### src/rtl/lsu_bus_ctrl_pkg.sv
// rtl/lsu_bus_ctrl_pkg.sv - shared types and load-extraction helper for the LSU bus controller
package lsu_bus_ctrl_pkg;

   localparam int COMMIT_ID_W = 4;
   localparam int REG_ADDR_W  = 5;

   typedef enum logic [1:0] {SZ_B, SZ_H, SZ_W} lsu_size_e;

   // One granted-but-unreturned load: everything needed to build its writeback.
   typedef struct packed {
      logic [REG_ADDR_W-1:0]  rd;
      logic [COMMIT_ID_W-1:0] cid;
      logic [2:0]             off;
      lsu_size_e              size;
      logic                   sext;
      logic                   killed;
   } lsu_pend_t;

   // Pick the addressed byte/half/word out of the 64-bit beat and extend it.
   function automatic logic [31:0] lsu_extract(input logic [63:0] rdata, input lsu_pend_t e);
      logic [7:0]  b;
      logic [15:0] h;
      logic [31:0] w;
      logic [31:0] res;
      b = rdata[{e.off, 3'b000} +: 8];
      h = rdata[{e.off[2:1], 4'b0000} +: 16];
      w = rdata[{e.off[2], 5'b00000} +: 32];
      case (e.size)
         SZ_B:    res = {{24{e.sext & b[7]}}, b};
         SZ_H:    res = {{16{e.sext & h[15]}}, h};
         default: res = w;
      endcase
      return res;
   endfunction

endpackage

### src/rtl/lsu_bus_ctrl_if.sv
// rtl/lsu_bus_ctrl_if.sv - 64-bit req/gnt/rvalid memory bus between LSU and memory
interface lsu_bus_ctrl_if #(
   parameter int ADDR_W = 32
);
   logic              req;
   logic              we;
   logic [ADDR_W-1:0] addr;
   logic [7:0]        wmask;
   logic [63:0]       wdata;
   logic              gnt;
   logic              rvalid;
   logic [63:0]       rdata;

   modport master (output req, we, addr, wmask, wdata, input gnt, rvalid, rdata);
   modport slave  (input req, we, addr, wmask, wdata, output gnt, rvalid, rdata);
endinterface

### src/rtl/lsu_bus_ctrl_pend_fifo.sv
// rtl/lsu_bus_ctrl_pend_fifo.sv - in-order queue of outstanding loads with kill-all
module lsu_bus_ctrl_pend_fifo
   import lsu_bus_ctrl_pkg::*;
#(
   parameter int DEPTH = 2,
   localparam int CW   = $clog2(DEPTH + 1)
) (
   input  logic          clk,
   input  logic          rst_n,
   input  logic          push,
   input  lsu_pend_t     push_data,
   input  logic          pop,
   output lsu_pend_t     pop_data,
   input  logic          kill_all,
   output logic [CW-1:0] count,
   output logic          full,
   output logic          empty
);
   localparam int PW = (DEPTH > 1) ? $clog2(DEPTH) : 1;

   lsu_pend_t       mem [DEPTH];
   logic [PW-1:0]   wptr;
   logic [PW-1:0]   rptr;
   logic            do_push;
   logic            do_pop;

   function automatic logic [PW-1:0] next_ptr(input logic [PW-1:0] p);
      return (p == PW'(DEPTH - 1)) ? '0 : p + 1'b1;
   endfunction

   assign full     = (count == CW'(DEPTH));
   assign empty    = (count == '0);
   assign do_push  = push && !full;
   assign do_pop   = pop && !empty;
   assign pop_data = mem[rptr];

   // Storage, pointers and occupancy; a push in the kill cycle carries its own killed bit.
   always_ff @(posedge clk or negedge rst_n) begin
      if (!rst_n) begin
         for (int i = 0; i < DEPTH; i++) mem[i] <= '0;
         wptr  <= '0;
         rptr  <= '0;
         count <= '0;
      end else begin
         if (kill_all) begin
            for (int i = 0; i < DEPTH; i++) mem[i].killed <= 1'b1;
         end
         if (do_push) begin
            mem[wptr] <= push_data;
            wptr      <= next_ptr(wptr);
         end
         if (do_pop) rptr <= next_ptr(rptr);
         case ({do_push, do_pop})
            2'b10:   count <= count + 1'b1;
            2'b01:   count <= count - 1'b1;
            default: count <= count;
         endcase
      end
   end

endmodule

### src/rtl/lsu_bus_ctrl.sv
// rtl/lsu_bus_ctrl.sv - LSU stage: AGU access to memory bus, load tracking and writeback
module lsu_bus_ctrl
   import lsu_bus_ctrl_pkg::*;
#(
   parameter int OUTSTANDING = 2,
   parameter int ADDR_W      = 32
) (
   input  logic                   clk,
   input  logic                   rst_n,
   input  logic                   flush_i,
   input  logic                   agu_req_i,
   input  logic [ADDR_W-1:0]      agu_addr_i,
   input  logic [7:0]             agu_wmask_i,
   input  logic [63:0]            agu_wdata_i,
   input  logic [COMMIT_ID_W-1:0] agu_commit_id_i,
   input  logic [REG_ADDR_W-1:0]  agu_rd_i,
   input  logic                   agu_op_lb_i,
   input  logic                   agu_op_lh_i,
   input  logic                   agu_op_lw_i,
   input  logic                   agu_op_lbu_i,
   input  logic                   agu_op_lhu_i,
   input  logic                   agu_load_i,
   input  logic                   agu_store_i,
   input  logic                   agu_mis_ld_i,
   input  logic                   agu_mis_st_i,
   output logic                   lsu_stall_o,
   lsu_bus_ctrl_if.master         mem,
   output logic                   wb_valid_o,
   output logic [REG_ADDR_W-1:0]  wb_rd_o,
   output logic [31:0]            wb_data_o,
   output logic [COMMIT_ID_W-1:0] wb_commit_id_o,
   output logic                   st_done_o,
   output logic [COMMIT_ID_W-1:0] st_commit_id_o,
   output logic                   exc_valid_o,
   output logic                   exc_is_load_o,
   output logic [ADDR_W-1:0]      exc_addr_o,
   output logic [COMMIT_ID_W-1:0] exc_commit_id_o
);
   localparam int CW = $clog2(OUTSTANDING + 1);

   typedef enum logic {ST_IDLE, ST_REQ} req_state_e;

   req_state_e             state;
   logic                   req_we;
   logic [ADDR_W-1:0]      req_addr;
   logic [7:0]             req_wmask;
   logic [63:0]            req_wdata;
   logic [COMMIT_ID_W-1:0] req_cid;
   logic [REG_ADDR_W-1:0]  req_rd;
   lsu_size_e              req_size;
   logic                   req_sext;

   lsu_size_e              agu_size;
   logic                   agu_sext;
   logic                   misaligned;
   logic                   accept;
   logic                   acc_aligned;
   logic                   acc_mis;
   logic                   grant;

   lsu_pend_t              push_entry;
   lsu_pend_t              head;
   logic [CW-1:0]          pend_count;
   logic                   pend_full;
   logic                   pend_empty;
   logic                   pop_ok;

   // Load size and signedness from the one-hot op bits.
   always_comb begin
      agu_size = SZ_W;
      if (agu_op_lw_i)                     agu_size = SZ_W;
      else if (agu_op_lh_i || agu_op_lhu_i) agu_size = SZ_H;
      else if (agu_op_lb_i || agu_op_lbu_i) agu_size = SZ_B;
      agu_sext = agu_op_lb_i || agu_op_lh_i;
   end

   assign misaligned  = (agu_load_i && agu_mis_ld_i) || (agu_store_i && agu_mis_st_i);
   assign accept      = agu_req_i && (agu_load_i || agu_store_i) && !lsu_stall_o && !flush_i;
   assign acc_aligned = accept && !misaligned;
   assign acc_mis     = accept && misaligned;

   // A load may not go out while every tracking slot is occupied.
   assign mem.req   = (state == ST_REQ) && (req_we || !pend_full);
   assign mem.we    = req_we;
   assign mem.addr  = {req_addr[ADDR_W-1:3], 3'b000};
   assign mem.wmask = req_wmask;
   assign mem.wdata = req_wdata;
   assign grant     = mem.req && mem.gnt;

   assign lsu_stall_o = ((state == ST_REQ) && !grant) || (pend_count == CW'(OUTSTANDING));

   assign push_entry = '{rd: req_rd, cid: req_cid, off: req_addr[2:0],
                         size: req_size, sext: req_sext, killed: flush_i};
   assign pop_ok     = mem.rvalid && !pend_empty;

   lsu_bus_ctrl_pend_fifo #(.DEPTH(OUTSTANDING)) u_pend (
      .clk       (clk),
      .rst_n     (rst_n),
      .push      (grant && !req_we),
      .push_data (push_entry),
      .pop       (mem.rvalid),
      .pop_data  (head),
      .kill_all  (flush_i),
      .count     (pend_count),
      .full      (pend_full),
      .empty     (pend_empty)
   );

   // Request FSM: the request register holds the bus access until it is granted or flushed.
   always_ff @(posedge clk or negedge rst_n) begin
      if (!rst_n) begin
         state     <= ST_IDLE;
         req_we    <= 1'b0;
         req_addr  <= '0;
         req_wmask <= '0;
         req_wdata <= '0;
         req_cid   <= '0;
         req_rd    <= '0;
         req_size  <= SZ_B;
         req_sext  <= 1'b0;
      end else if (acc_aligned) begin
         state     <= ST_REQ;
         req_we    <= agu_store_i;
         req_addr  <= agu_addr_i;
         req_wmask <= agu_store_i ? agu_wmask_i : 8'h00;
         req_wdata <= agu_wdata_i;
         req_cid   <= agu_commit_id_i;
         req_rd    <= agu_rd_i;
         req_size  <= agu_size;
         req_sext  <= agu_sext;
      end else if (grant || flush_i) begin
         state <= ST_IDLE;
      end
   end

   // Registered writeback, store-done and exception pulses.
   always_ff @(posedge clk or negedge rst_n) begin
      if (!rst_n) begin
         wb_valid_o      <= 1'b0;
         wb_rd_o         <= '0;
         wb_data_o       <= '0;
         wb_commit_id_o  <= '0;
         st_done_o       <= 1'b0;
         st_commit_id_o  <= '0;
         exc_valid_o     <= 1'b0;
         exc_is_load_o   <= 1'b0;
         exc_addr_o      <= '0;
         exc_commit_id_o <= '0;
      end else begin
         wb_valid_o <= pop_ok && !head.killed && !flush_i;
         if (pop_ok && !head.killed && !flush_i) begin
            wb_rd_o        <= head.rd;
            wb_data_o      <= lsu_extract(mem.rdata, head);
            wb_commit_id_o <= head.cid;
         end
         st_done_o <= grant && req_we;
         if (grant && req_we) st_commit_id_o <= req_cid;
         exc_valid_o <= acc_mis;
         if (acc_mis) begin
            exc_is_load_o   <= agu_load_i;
            exc_addr_o      <= agu_addr_i;
            exc_commit_id_o <= agu_commit_id_i;
         end
      end
   end

   // Read data must always belong to a tracked load.
   assert property (@(posedge clk) disable iff (!rst_n) mem.rvalid |-> !pend_empty)
      else $error("lsu_bus_ctrl: rvalid with no outstanding load");

endmodule

### src/flat_wrapper.sv
// flat-port wrapper written by rule: the top's interface ports become plain ports
module lsu_bus_ctrl_flat import lsu_bus_ctrl_pkg::*;
#(
   parameter int OUTSTANDING = 2,
   parameter int ADDR_W      = 32
)
  (clk, rst_n, flush_i, agu_req_i, agu_addr_i, agu_wmask_i, agu_wdata_i, agu_commit_id_i, agu_rd_i, agu_op_lb_i, agu_op_lh_i, agu_op_lw_i, agu_op_lbu_i, agu_op_lhu_i, agu_load_i, agu_store_i, agu_mis_ld_i, agu_mis_st_i, lsu_stall_o, wb_valid_o, wb_rd_o, wb_data_o, wb_commit_id_o, st_done_o, st_commit_id_o, exc_valid_o, exc_is_load_o, exc_addr_o, exc_commit_id_o, mem_req, mem_we, mem_addr, mem_wmask, mem_wdata, mem_gnt, mem_rvalid, mem_rdata);
  lsu_bus_ctrl_if #(.ADDR_W(ADDR_W)) mem_i ();
  input  logic clk;
  input  logic rst_n;
  input  logic flush_i;
  input  logic agu_req_i;
  input  logic [ADDR_W-1:0] agu_addr_i;
  input  logic [7:0] agu_wmask_i;
  input  logic [63:0] agu_wdata_i;
  input  logic [COMMIT_ID_W-1:0] agu_commit_id_i;
  input  logic [REG_ADDR_W-1:0] agu_rd_i;
  input  logic agu_op_lb_i;
  input  logic agu_op_lh_i;
  input  logic agu_op_lw_i;
  input  logic agu_op_lbu_i;
  input  logic agu_op_lhu_i;
  input  logic agu_load_i;
  input  logic agu_store_i;
  input  logic agu_mis_ld_i;
  input  logic agu_mis_st_i;
  output logic lsu_stall_o;
  output logic wb_valid_o;
  output logic [REG_ADDR_W-1:0] wb_rd_o;
  output logic [31:0] wb_data_o;
  output logic [COMMIT_ID_W-1:0] wb_commit_id_o;
  output logic st_done_o;
  output logic [COMMIT_ID_W-1:0] st_commit_id_o;
  output logic exc_valid_o;
  output logic exc_is_load_o;
  output logic [ADDR_W-1:0] exc_addr_o;
  output logic [COMMIT_ID_W-1:0] exc_commit_id_o;
  output wire logic [$bits(mem_i.req)-1:0] mem_req;
  output wire logic [$bits(mem_i.we)-1:0] mem_we;
  output wire logic [$bits(mem_i.addr)-1:0] mem_addr;
  output wire logic [$bits(mem_i.wmask)-1:0] mem_wmask;
  output wire logic [$bits(mem_i.wdata)-1:0] mem_wdata;
  input wire logic [$bits(mem_i.gnt)-1:0] mem_gnt;
  input wire logic [$bits(mem_i.rvalid)-1:0] mem_rvalid;
  input wire logic [$bits(mem_i.rdata)-1:0] mem_rdata;
  assign mem_req = mem_i.req;
  assign mem_we = mem_i.we;
  assign mem_addr = mem_i.addr;
  assign mem_wmask = mem_i.wmask;
  assign mem_wdata = mem_i.wdata;
  assign mem_i.gnt = mem_gnt;
  assign mem_i.rvalid = mem_rvalid;
  assign mem_i.rdata = mem_rdata;
  lsu_bus_ctrl #(.OUTSTANDING(OUTSTANDING), .ADDR_W(ADDR_W)) u_core (.clk(clk), .rst_n(rst_n), .flush_i(flush_i), .agu_req_i(agu_req_i), .agu_addr_i(agu_addr_i), .agu_wmask_i(agu_wmask_i), .agu_wdata_i(agu_wdata_i), .agu_commit_id_i(agu_commit_id_i), .agu_rd_i(agu_rd_i), .agu_op_lb_i(agu_op_lb_i), .agu_op_lh_i(agu_op_lh_i), .agu_op_lw_i(agu_op_lw_i), .agu_op_lbu_i(agu_op_lbu_i), .agu_op_lhu_i(agu_op_lhu_i), .agu_load_i(agu_load_i), .agu_store_i(agu_store_i), .agu_mis_ld_i(agu_mis_ld_i), .agu_mis_st_i(agu_mis_st_i), .lsu_stall_o(lsu_stall_o), .mem(mem_i), .wb_valid_o(wb_valid_o), .wb_rd_o(wb_rd_o), .wb_data_o(wb_data_o), .wb_commit_id_o(wb_commit_id_o), .st_done_o(st_done_o), .st_commit_id_o(st_commit_id_o), .exc_valid_o(exc_valid_o), .exc_is_load_o(exc_is_load_o), .exc_addr_o(exc_addr_o), .exc_commit_id_o(exc_commit_id_o));
endmodule
### config.mk
export PLATFORM = sky130hd
export DESIGN_NAME = lsu_bus_ctrl_flat
export DESIGN_NICKNAME = d
export VERILOG_FILES = /design/src/rtl/lsu_bus_ctrl_pkg.sv /design/src/rtl/lsu_bus_ctrl_if.sv /design/src/rtl/lsu_bus_ctrl_pend_fifo.sv /design/src/rtl/lsu_bus_ctrl.sv /design/src/flat_wrapper.sv
export SDC_FILE = /design/constraint.sdc
export NUM_CORES = 1
export LEC_CHECK = 0
export BUFFER_PORTS_ARGS = -buffer_cell sky130_fd_sc_hd__clkbuf_2
export CORE_ASPECT_RATIO = 1.25
export CORE_MARGIN = 2
export CORE_UTILIZATION = 40
export CTS_CLUSTER_DIAMETER = 60
export DETAILED_ROUTE_END_ITERATION = 10
export PLACE_DENSITY = 0.67
export SLEW_MARGIN = 20
export SYNTH_ARGS = -nofsm -noshare
export SYNTH_HDL_FRONTEND = slang
export SYNTH_HIERARCHICAL = 1
export SYNTH_SLANG_ARGS = --single-unit
### constraint.sdc
create_clock -name clk -period 3.2 [get_ports clk]
set_input_delay 0.16 -clock clk [delete_from_list [all_inputs] [get_ports clk]]
set_output_delay 0.16 -clock clk [all_outputs]
set_load 0.02 [all_outputs]
-- After elaboration in Yosys (flattened, before gate mapping)
Index checks and enable logic that the tools add are counted.
- add/sub/neg operators: 4
- $lt $le $gt $ge: 3
- equal/unequal tests: 4
- shifts and indexed selects: 3
- muxes and demuxes: 19
- bitwise operators: 4
- reductions and logical operators: 37
- operators with widths (operator ; count):
    $mux 16 ; 4
    $pmux 32 s2 ; 1
    $shiftx 64x7->16 ; 1
    $shiftx 64x7->32 ; 1
    $shiftx 64x7->8 ; 1
    $bwmux 32 ; 1
    $logic_and 1x1->1 ; 17
    $mux 17 ; 1
    $demux 16 s1 ; 1
    $logic_not 1->1 ; 8
    $logic_or 1x1->1 ; 8
    $mux 8 ; 1
    $mux 1 ; 6
    $mux 2 ; 3
    $eq 2x1->1 const B ; 2
    $eq 2x2->1 const B ; 2
    $ge 2x2->1 const B ; 2
    $logic_not 2->1 ; 2
    $not 1->2 ; 2
    $pmux 2 s2 ; 1
    $reduce_bool 2->1 ; 2
    $add 1x1->1 const B ; 2
    $add 2x1->2 const B ; 1
    $and 1x1->1 ; 2
    other kinds (2) ; 2
- register bits: 239

-- Depth between registers and ports, before layout
Gate-level depths: netlist of run 1.
- depth after elaboration: 13
- mapped depth: 9

-- Hierarchy
The synthesis of run 1 kept the hierarchy.
- modules (own cells, without submodules) (module ; instances ; cells each ; area each (um2) ; seq. area each (um2)):
    lsu_bus_ctrl ; 1 ; 675 ; 8862.2 ; 5079.9
    lsu_bus_ctrl_pend_fifo ; 1 ; 106 ; 1649.1 ; 900.9

-- Worst setup path after synthesis of run 1
Ideal clock, no wire load.
- path type: register to register
- start: register u_core.u_pend.rptr
- end: register u_core.wb_data_o[19]
- setup time: 88 ps
- data arrival time: 2286 ps
- data required time: 3112 ps
- slack: 825 ps
- stages on the path, launching flop included: 9
- path buffers: 4
- cells stage by stage: dfrtp_1 clkbuf_1 buf_2 mux2_2 nor4b_1 clkbuf_1 clkbuf_1 nor2_1 a41oi_1
- RTL lines (what ; RTL line ; RTL):
    start: declaration ; lsu_bus_ctrl_pend_fifo.sv:23 ; logic [PW-1:0] rptr;
    start signal: assignment ; lsu_bus_ctrl_pend_fifo.sv:52 ; if (do_pop) rptr <= next_ptr(rptr);
    end signal: assignment ; lsu_bus_ctrl.sv:153 ; wb_data_o <= lsu_extract(mem.rdata, head);
    end: declaration ; lsu_bus_ctrl.sv:30 ; output logic [31:0] wb_data_o,

-- Worst setup path in the final report of run 1
- start: register u_core.u_pend.count[0]
- end: register u_core.state
- word-level cells in the longest chain between the ends: 13
- elaborated cells on any way between the ends: 15
- classes of those cells: 1 x eq/ne; 1 x mux; 13 x reduce/logical
- RTL lines (what ; RTL line ; RTL):
    start: declaration ; lsu_bus_ctrl_pend_fifo.sv:15 ; output logic [CW-1:0] count,
    start signal: assignment ; lsu_bus_ctrl_pend_fifo.sv:54 ; 2'b10: count <= count + 1'b1;
    start signal: assignment ; lsu_bus_ctrl_pend_fifo.sv:55 ; 2'b01: count <= count - 1'b1;
    start signal: assignment ; lsu_bus_ctrl_pend_fifo.sv:56 ; default: count <= count;
    $eq 2x2->1 (*) ; lsu_bus_ctrl_pend_fifo.sv:31 ; assign full = (count == CW'(DEPTH));
    via u_core.pend_full ; lsu_bus_ctrl.sv:64 ; logic pend_full;
    $logic_not 1->1 ; lsu_bus_ctrl.sv:83 ; assign mem.req = (state == ST_REQ) && (req_we || !pend_full);
    $logic_or 1x1->1 ; lsu_bus_ctrl.sv:83 ;
    $logic_and 1x1->1 ; lsu_bus_ctrl.sv:83 ;
    $logic_and 1x1->1 ; lsu_bus_ctrl.sv:88 ; assign grant = mem.req && mem.gnt;
    $logic_not 1->1 ; lsu_bus_ctrl.sv:90 ; assign lsu_stall_o = ((state == ST_REQ) && !grant) || (pend_count == CW'(OUTSTANDING));
    $logic_and 1x1->1 ; lsu_bus_ctrl.sv:90 ;
    $logic_or 1x1->1 ; lsu_bus_ctrl.sv:90 ;
    $logic_not 1->1 ; lsu_bus_ctrl.sv:78 ; assign accept = agu_req_i && (agu_load_i || agu_store_i) && !lsu_stall_o && !flush_i;
    $logic_and 1x1->1 (2 in series) ; lsu_bus_ctrl.sv:78 ;
    $logic_and 1x1->1 ; lsu_bus_ctrl.sv:79 ; assign acc_aligned = accept && !misaligned;
    $mux 1 or $reduce_bool 2->1 (tied branches) ; -- ;
    end signal: assignment ; lsu_bus_ctrl.sv:112 ; state <= ST_IDLE;
    end signal: assignment ; lsu_bus_ctrl.sv:122 ; state <= ST_REQ;
    end signal: assignment ; lsu_bus_ctrl.sv:132 ; state <= ST_IDLE;
    end: declaration ; lsu_bus_ctrl.sv:43 ; req_state_e state;
The timed path passes the listed nets; every way through them passes the cells marked *.
A chain may end at the register's enable or synchronous reset.

==> impl_metrics.ini, run 1 <==
[yosys]
synth_top_family_by_area = multiplexers
synthXorXnorAreaFrac = 0.00417
synth_fa_ha_area_frac = 0.00119
synth_common_cells = dfrtp_1, mux2_2, nor2_1, nand2_1, buf_4
muxShareOfSynthArea = 0.272
synth_area_sq_um = 10500
synth_ff_type = dfrtp_1
ys_seq_area_frac = 0.569
synth_compound_area_frac = 0.0449
synth-edff-count = 0
synthTopCellsByArea = dfrtp_1, mux2_2, mux2i_1
syn_avg_cell_area_sq_um = 13.5
ys_seq_elements = 239
synthArstFlopShare = 1.00
ys_warn_count = 6
yosys.area.top_type = dfrtp_1
syn_inst = 781
synth_top_area_frac = 0.569
synth.distinct_cells = 50
synth.most_common_cell = dfrtp_1
synth_simple_gate_area_frac = 0.0576

[hold_path]
holdPathStages = 3
hp-class = in2reg
hold_end = u_core/mem.wmask[5]$_DFFE_PN0P_
worstHoldStart = agu_store_i

[final_layout]
final_util = 0.570
fin_area_sq_um = 14800
drive_above_1_share = 0.529
num-fill-cells = 2122
area_growth_pct = 40.6
fin_cells = 1618
nNetsFinal = 1448

[drt]
wl_per_cell_um = 18.4
drt_wl_total_mm = 29.8
ant_nets = 0
detail_route.first_pass.iterations = 5
vias = 7992
drc = 0
drt_iter0_drc = 247
avgViaCountPerCell = 4.94

[global_route]
antenna_found_initial = 3
grt_usage = 0.211
gr-total-overflow = 0
first_global_vias = 8515
grt_pass1_wl_mm = 45.9
grt_max_degree = 97

[floorplanning]
rows = 66
coreArea_sq_um = 25900
die_w_um = 149
start_util = 0.405
die_h_um = 185
io-pin-count = 384
fp.dieArea_sq_um = 27600

[setup_path]
cp_num_buf_inv = 3
reg2reg_depth = 8
required_ps = 3660
r2r_setup_slack_ps = 590
cp_slowest_stage_delay_ps = 770
worstPathCellList = nand2b_4 > inv_4 > nand2b_2 > a21boi_2 > or4_4 > buf_4 > o21ai_0 > dlygate4sd3_1
endpoint_kind = flip-flop
start_kind = flip-flop
arrival_ps = 3070
slowest_stage = or4_4
r2r-end = u_core/state$_DFFE_PN0P_
rr_startpoint = u_core/u_pend/count[0]$_DFFE_PN0P_
crit_start = u_core/u_pend/count[0]$_DFFE_PN0P_
cp_max_fo = 26
cp_top_family = simple AND/OR/NAND/NOR gates
crit_type = reg2reg

[sta]
worst_pin_slew_ps = 841
finalSetupViolCount = 0
whs_ps = 13.9
skew_ps = 14.5
maxSlewHeadroom = 0.438
finalHoldViolations = 0
drv_slew = 0
layout_setup_ws_ps = 593
fin_crit_ps = 2610
timing.setup.tns_ps = 0
min_period_over_period = 0.815
rsz0062_at_grt = no
fmax_mhz = 384

[power]
clkPwrFrac = 0.226
sw_frac_of_total = 0.387
p_per_area_nw_per_um2 = 989
p_sw_mw = 5.66
p_int_mw = 8.96
ir_drop_mv = 0.715
power_mw = 14.6
combPwrFrac = 0.415
p_leak_nw = 7.23
power.share.sequential = 0.359

[clock_tree]
cts_made_buffers = 26
post_cts_buffers = 0
root_buffer = clkbuf_16
clkSinkCount = 239
clk_latency_ps = 530
tritoncts = built
h-tree-depth = 1
clkSlewWorstSetupHoldPaths_ps = 60
cts_buffer_depth = 3

[run_status]
status = finished clean

[placement]
place_area_sq_um = 12600
hpwl_mm = 19.9
dp_worst_setup_slack_ps = 796
numPortBuffers = 380
gp_congestion = 0.857
place_inst = 1442

[run]
max-cap-violations = 0
==> power groups by stage <==
stage	clock network (mW)	registers, mW	logic [mW]
after floorplan	0	6.24	3.00
after global placement	0	5.20	5.81
after detailed placement	0	5.26	5.90
after CTS	3.37	5.23	6.04
after global routing	3.50	5.43	6.45
final	3.30	5.26	6.07
==> cells by family after synthesis <==
group           after synthesis
compound gates               59
xor+xnor                      5
fa+ha+maj                     1
buf+inv                      93
flops                       239
mux                         251
other cells                   1
simple gates                132
==> how the worst max path moves through the flow <==
stage | end | slack, ps | depth (start not counted)
global route | u_core/state$_DFFE_PN0P_ | 440 | 8
finish | u_core/state$_DFFE_PN0P_ | 590 | 8
global placement | u_core/req_rd[3]$_DFFE_PN0P_ | 870 | 7
floorplan | u_core/wb_data_o[19]$_DFFE_PN0P_ | 830 | 8
detailed placement | u_core/wb_data_o[23]$_DFFE_PN0P_ | 800 | 7
CTS | u_core/state$_DFFE_PN0P_ | 590 | 8
==> sequential cells by signal (all words and copies together), names as in the netlist, 4 cells and up <==
signal / count
u_core/exc_addr_o: 32
u_core/exc_commit_id_o: 4
u_core/mem.wdata: 64
u_core/mem.wmask: 8
u_core/req_addr: 32
u_core/req_cid: 4
u_core/req_rd: 5
u_core/st_commit_id_o: 4
u_core/u_pend/mem: 32
u_core/wb_commit_id_o: 4
u_core/wb_data_o: 32
u_core/wb_rd_o: 5
==> worst register-to-register path, stage by stage (launching register included) <==
cell,delay [ps]
dfrtp_1,430
nand2b_4,180
inv_4,50
nand2b_2,80
a21boi_2,80
or4_4,770
buf_4,300
o21ai_0,90
dlygate4sd3_1,570
==> area by class of cell <==
type | count | area (sq um) | area share
Clock inverter | 20 | 280 | 0.0190
Multi-Input combinational cell | 451 | 4020 | 0.272
Tap cell | 340 | 425 | 0.0288
Sequential cell | 239 | 5980 | 0.405
Antenna cell | 3 | 7.51 | 0.000508
Timing Repair Buffer | 522 | 3340 | 0.226
Clock buffer | 28 | 668 | 0.0452
Inverter | 15 | 58.8 | 0.00398
==> what timing repair did <==
item,4_1_cts,5_1_grt
hold buffers,125,0
hold endpoints to repair,246,0
gates resized for setup,0,0
==> per-layer routing <==
| layer | part of all wire | track usage | vias up |
|---|---|---|---|
| met4 | 0.044 | 0.0945 | 0 |
| met1 | 0.39 | 0.242 | 3911 |
| met3 | 0.075 | 0.0525 | 75 |
| li1 | - | - | 3667 |
| met2 | 0.49 | 0.372 | 339 |
| met5 | 0 | 0 | - |
==> placed cells by master, fill, tap and decap left out, types with 2 or more instances in the layout <==
cell / count
clkbuf_2: 379
dfrtp_1: 239
mux2_2: 202
dlygate4sd3_1: 125
nor2_1: 51
nand2_1: 45
mux2i_1: 31
clkbuf_16: 26
mux2_4: 18
a41oi_1: 16
a31oi_1: 15
inv_1: 14
buf_4: 13
nand2b_1: 9
clkinv_2: 7
o22a_1: 7
bufinv_16: 6
nor2b_1: 6
nand3_1: 6
o41a_1: 5
o21ai_0: 4
buf_12: 4
diode_2: 3
clkinvlp_4: 3
conb_1: 3
xnor2_1: 3
clkinv_4: 2
a22oi_1: 2
nor3_1: 2
a32oi_1: 2
xor2_1: 2
Power figures use the tool's default switching activity.
==> run 2: changes to the inputs <==
--- a/config.mk
+++ b/config.mk
@@ -11,7 +11,7 @@
 export CORE_UTILIZATION = 40
 export CTS_CLUSTER_DIAMETER = 60
 export DETAILED_ROUTE_END_ITERATION = 10
-export PLACE_DENSITY = 0.67
+export PLACE_DENSITY = 0.69
 export SLEW_MARGIN = 20
 export SYNTH_ARGS = -nofsm -noshare
 export SYNTH_HDL_FRONTEND = slang
==> constraint.sdc (replaced) <==
create_clock -name clk -period 2.3 [get_ports clk]
set_input_delay 0.115 -clock clk [delete_from_list [all_inputs] [get_ports clk]]
set_output_delay 0.115 -clock clk [all_outputs]
set_load 0.02 [all_outputs]
==> impl_metrics.ini, run 2 (synthesis gave the netlist of run 1 again) <==
[run_status]
status = finished clean

[final_layout]
layout_commonest_cell = clkbuf_2
largest_reg_flops = 64
final_util = 0.576
mostFrequentLayoutCells = clkbuf_2, dfrtp_1, mux2_2
num-fill-cells = 2121
drive_above_1_share = 0.532
nNetsFinal = 1469
area_growth_pct = 42.0
num_antenna_cells = 0

[sta]
whs_ps = 22.9
worst_pin_slew_ps = 694
layout_setup_ws_ps = 152
finalSetupViolCount = 0
fin_crit_ps = 2150
rsz0062_at_grt = no
finalHoldViolations = 0
drv_slew = 0
skew_ps = 19.7
fmax_mhz = 466
maxSlewHeadroom = 0.537
min_period_over_period = 0.934
timing.setup.tns_ps = 0

[setup_path]
cp_max_fo = 50
endpoint_kind = flip-flop
cp_slowest_stage_delay_ps = 660
cp_top_family = simple AND/OR/NAND/NOR gates
reg2reg_depth = 7
slowest_stage = or4_4
start_kind = flip-flop
r2r_setup_slack_ps = 150
required_ps = 2710
worstPathCellList = nand2b_4 > inv_4 > nand2b_2 > a21boi_2 > or4_4 > buf_12 > mux2_2
arrival_ps = 2550
r2r-end = u_core/mem.wdata[33]$_DFFE_PN0P_
crit_type = reg2reg
cp_num_buf_inv = 2
rr_startpoint = u_core/u_pend/count[1]$_DFFE_PN0P_

[drt]
drt_iter0_drc = 232
drc = 0
vias = 8036
avgViaCountPerCell = 4.93
detail_route.first_pass.iterations = 4
wl_per_cell_um = 18.8
drt_wl_total_mm = 30.6
ant_nets = 0

[clock_tree]
tritoncts = built
h-tree-depth = 1
clkSlewWorstSetupHoldPaths_ps = 60
cts_buffer_depth = 3
root_buffer = clkbuf_16
clkSinkCount = 239
cts_made_buffers = 25
clk_latency_ps = 530

[power]
p_sw_mw = 7.82
sw_frac_of_total = 0.387
p_per_area_nw_per_um2 = 1350
ir_drop_mv = 1.09
combPwrFrac = 0.428
p_int_mw = 12.4
clkPwrFrac = 0.207
p_leak_nw = 7.33
power.share.sequential = 0.364
power_mw = 20.2

[floorplanning]
io-pin-count = 384
start_util = 0.405
fp.dieArea_sq_um = 27600
rows = 66
die_w_um = 149
die_h_um = 185
coreArea_sq_um = 25900

[hold_path]
worstHoldStart = agu_store_i
hp-class = in2reg
hold_end = u_core/mem.wmask[3]$_DFFE_PN0P_
holdPathStages = 3

[global_route]
grt_max_degree = 85
gr-total-overflow = 0
antenna_found_initial = 0
first_global_vias = 8730
grt_pass1_wl_mm = 47.2
grt_usage = 0.220

[placement]
hpwl_mm = 20.5
gp_congestion = 0.813
dp_worst_setup_slack_ps = 126
numPortBuffers = 380

[run]
max-cap-violations = 0
## run 2: cell count changes in the layout (fill, tap and decap cells not counted), sizes merged
cell,previous run,this run
clkinvlp,3,0
clkbuf,407,413
clkinv,10,3
dlygate4sd3,125,127
diode,3,0
bufinv,6,3
buf,18,38
## run 2: power groups by stage
stage,clock [mW],sequential [mW],combinational (mW)
3_3_place_gp,0,7.23,8.24
5_1_grt,4.46,7.60,9.22
4_1_cts,4.28,7.29,8.56
6_report,4.19,7.35,8.65
3_5_place_dp,0,7.33,8.36
2_1_floorplan,0,8.69,4.17
## run 2: cell type report
| type | count | area [sq um] | share of cell area |
|---|---|---|---|
| clock buffers | 34 | 729 | 0.0489 |
| flip-flops and latches | 239 | 5980 | 0.401 |
| multi-input cells | 451 | 4020 | 0.269 |
| well taps | 340 | 425 | 0.0285 |
| clock inverters | 7 | 114 | 0.00763 |
| inverters | 15 | 58.8 | 0.00394 |
| repair buffers | 544 | 3600 | 0.241 |
## run 2: per-layer routing
layer | routed length [um] | global-route usage | up-vias | part of all wire
met1 | 11200 | 0.240 | 3932 | 0.37
met5 | 0 | 0 | - | 0
met4 | 1030 | 0.0796 | 0 | 0.034
met3 | 2430 | 0.0584 | 62 | 0.079
met2 | 15900 | 0.406 | 348 | 0.52
li1 | - | - | 3694 | -
## run 2: through the flow
stage                     area (sq um)  instances
after global routing             14900       1630
final                            14900       1630
after CTS                        14900       1621
after floorplan                  10500        783
after detailed placement         12700       1453
after global placement           12700       1453
## run 2: worst min-delay path, cell delays in order
cell and delay [ps]:
clkbuf_2 200, nand2_1 130, mux2i_1 70
## run 2: worst max path at each step
stage / start / endpoint / slack, ps / depth (start not counted)
after CTS: u_core/u_pend/rptr$_DFFE_PN0P_ / u_core/wb_data_o[29]$_DFFE_PN0P_ / 130 / 7
after detailed placement: u_core/u_pend/rptr$_DFFE_PN0P_ / u_core/wb_data_o[29]$_DFFE_PN0P_ / 130 / 7
final: u_core/u_pend/count[1]$_DFFE_PN0P_ / u_core/mem.wdata[33]$_DFFE_PN0P_ / 150 / 7
after floorplan: u_core/u_pend/rptr$_DFFE_PN0P_ / u_core/wb_data_o[10]$_DFFE_PN0P_ / 90 / 7
after global routing: u_core/u_pend/rptr$_DFFE_PN0P_ / u_core/wb_data_o[29]$_DFFE_PN0P_ / 20 / 7
after global placement: u_core/u_pend/rptr$_DFFE_PN0P_ / u_core/wb_data_o[30]$_DFFE_PN0P_ / 210 / 7
## run 2: repair_timing
action,4_1_cts,5_1_grt
setup buffers,0,9
endpoints found under the setup margin,0,9
gates resized for setup,0,1
hold endpoints to repair,233,0
hold buffers,127,0
==> run 3: changes to the inputs <==
--- a/config.mk
+++ b/config.mk
@@ -5,13 +5,15 @@
 export SDC_FILE = /design/constraint.sdc
 export NUM_CORES = 1
 export LEC_CHECK = 0
+export ABC_AREA = 1
 export BUFFER_PORTS_ARGS = -buffer_cell sky130_fd_sc_hd__clkbuf_2
 export CORE_ASPECT_RATIO = 1.25
 export CORE_MARGIN = 2
 export CORE_UTILIZATION = 40
 export CTS_CLUSTER_DIAMETER = 60
 export DETAILED_ROUTE_END_ITERATION = 10
-export PLACE_DENSITY = 0.69
+export PLACE_DENSITY = 0.68
+export SKIP_LAST_GASP = 1
 export SLEW_MARGIN = 20
 export SYNTH_ARGS = -nofsm -noshare
 export SYNTH_HDL_FRONTEND = slang
==> impl_metrics.ini, run 3 <==
[placement]
hpwl_mm = 24.4
place_inst = 2026
place_area_sq_um = 13300
gp_congestion = 0.839
numPortBuffers = 380

[drt]
avgViaCountPerCell = 4.92
wl_per_cell_um = 16.6
vias = 10900
drt_iter0_drc = 762
drt_wl_total_mm = 36.6
drc = 0
ant_nets = 0
detail_route.first_pass.iterations = 6

[setup_path]
start_kind = flip-flop
reg2reg_depth = 10
cp_max_fo = 23
arrival_ps = 2600
endpoint_kind = flip-flop
required_ps = 2760
crit_type = reg2reg

[sta]
fmax_mhz = 467
maxSlewHeadroom = 0.528
finalHoldViolations = 0
timing.setup.tns_ps = 0
worst_pin_slew_ps = 708
fin_crit_ps = 2140
skew_ps = 12.2
finalSetupViolCount = 0
min_period_over_period = 0.931
drv_slew = 0
rsz0062_at_grt = no

[yosys]
synth_common_cells = nand2_1, dfrtp_1, inv_1, o21ai_1, o21ai_0
synth-edff-count = 0
synth_ff_type = dfrtp_1
yosys.area.top_type = dfrtp_1
syn_inst = 1374
ys_seq_area_frac = 0.523
synth.distinct_cells = 35
ys_warn_count = 6
synthTopCellsByArea = dfrtp_1, nand2_1, inv_1
synth.most_common_cell = nand2_1
syn_avg_cell_area_sq_um = 8.32
synth_area_sq_um = 11400
synth_top_area_frac = 0.523
ys_seq_elements = 239
synthArstFlopShare = 1.00

[floorplanning]
rows = 69
start_util = 0.404
die_h_um = 193
fp.dieArea_sq_um = 30000
die_w_um = 155
io-pin-count = 384
coreArea_sq_um = 28300

[final_layout]
area_growth_pct = 37.9
fin_cells = 2211
drive_above_1_share = 0.290
multi_input_area_sq_um = 4060
mostFrequentLayoutCells = nand2_1, clkbuf_2, dfrtp_1
layout_commonest_cell = nand2_1
nNetsFinal = 2028
num-fill-cells = 2516
largest_reg_flops = 64
fin_area_sq_um = 15800
final-seq-area_sq_um = 5980

[clock_tree]
clk_latency_ps = 530
cts_made_buffers = 26
clkSinkCount = 239
root_buffer = clkbuf_16
h-tree-depth = 1
clkSlewWorstSetupHoldPaths_ps = 70
cts_buffer_depth = 3
tritoncts = built

[global_route]
grt_pass1_wl_mm = 56.2
grt_max_degree = 146
grt_usage = 0.234
gr-total-overflow = 0
first_global_vias = 10800
antenna_found_initial = 1

[run]
max-cap-violations = 0

[hold_path]
hp-class = in2reg
holdPathStages = 7

[power]
p_per_area_nw_per_um2 = 1370
p_leak_nw = 8.76
ir_drop_mv = 0.994

[run_status]
status = finished clean
==> run 3: final timing paths <==
check                                                   start  slack [ps]                               end
hold reg to reg              u_core/u_pend/mem[8]$_DFFE_PN0P_         470  u_core/u_pend/mem[8]$_DFFE_PN0P_
max in group asynchronous                               rst_n        1430  u_core/mem.wdata[42]$_DFFE_PN0P_
setup reg to reg           u_core/u_pend/count[0]$_DFFE_PN0P_         160          u_core/state$_DFFE_PN0P_
hold / removal                                  mem_rdata[61]          30   u_core/wb_data_o[5]$_DFFE_PN0P_
min in group asynchronous                               rst_n          70   u_core/wb_data_o[2]$_DFFE_PN0P_
setup / recovery           u_core/u_pend/count[0]$_DFFE_PN0P_         160          u_core/state$_DFFE_PN0P_
==> run 3: kinds of logic (layout without fill, tap and decap cells) <==
family	Yosys count	in the layout	synth area share
mux	4	4	0.00394
compound gates	267	267	0.135
other cells	1	4	0.000328
fa+ha+maj	1	1	0.00109
flops	239	239	0.523
xor+xnor	1	1	0.000766
simple gates	574	574	0.212
buf+inv	287	766	0.123
==> run 3: metal layers <==
metal  track usage  part of all wire
met3        0.0530             0.082
met4        0.0963             0.039
met2         0.413              0.50
met1         0.277              0.38
met5             0                 0
==> run 3: stage by stage <==
stage / setup WS [ps] / hold slack, ps / total power, mW / util
2_1_floorplan: 208 / -181 / 13.4 / -
3_3_place_gp: 351 / 44.8 / 16.1 / 0.471
3_5_place_dp: 281 / 46.5 / 16.3 / 0.471
4_1_cts: 43.7 / 6.21 / 21.5 / 0.554
5_1_grt: 52.6 / 45.4 / 22.9 / 0.557
6_report: 160 / 27.2 / 21.5 / 0.557
==> run 3: what timing repair did <==
item                       CTS  global route
hold endpoints to repair   404             0
setup buffers                0             1
setup endpoints to repair    0             2
resized for setup            0             3
hold buffers               133             0
==> run 3: final cells by class <==
cell class,instances,area share
tap,355,0.0282
clock inverter,16,0.0192
sequential,239,0.379
clock buffer,32,0.0453
inverter,175,0.0417
timing repair buffer,543,0.228
multi-input combinational,850,0.258
antenna,1,0.000159
==> run 3: where the power goes <==
part           internal (mW)  switching (mW)
Sequential              6.13            1.20
Clock                   3.13            1.78
Combinational           3.19            6.13
==> run 3: worst max-delay path, stage by stage, from the launching register on <==
cell and delay, ps:
dfrtp_1 410, inv_2 80, nand2_4 60, inv_1 60, a21boi_4 180, nand2_2 100, a21boi_4 210, nand3b_4 150
buf_16 200, o21ai_0 80, dlygate4sd3_1 560
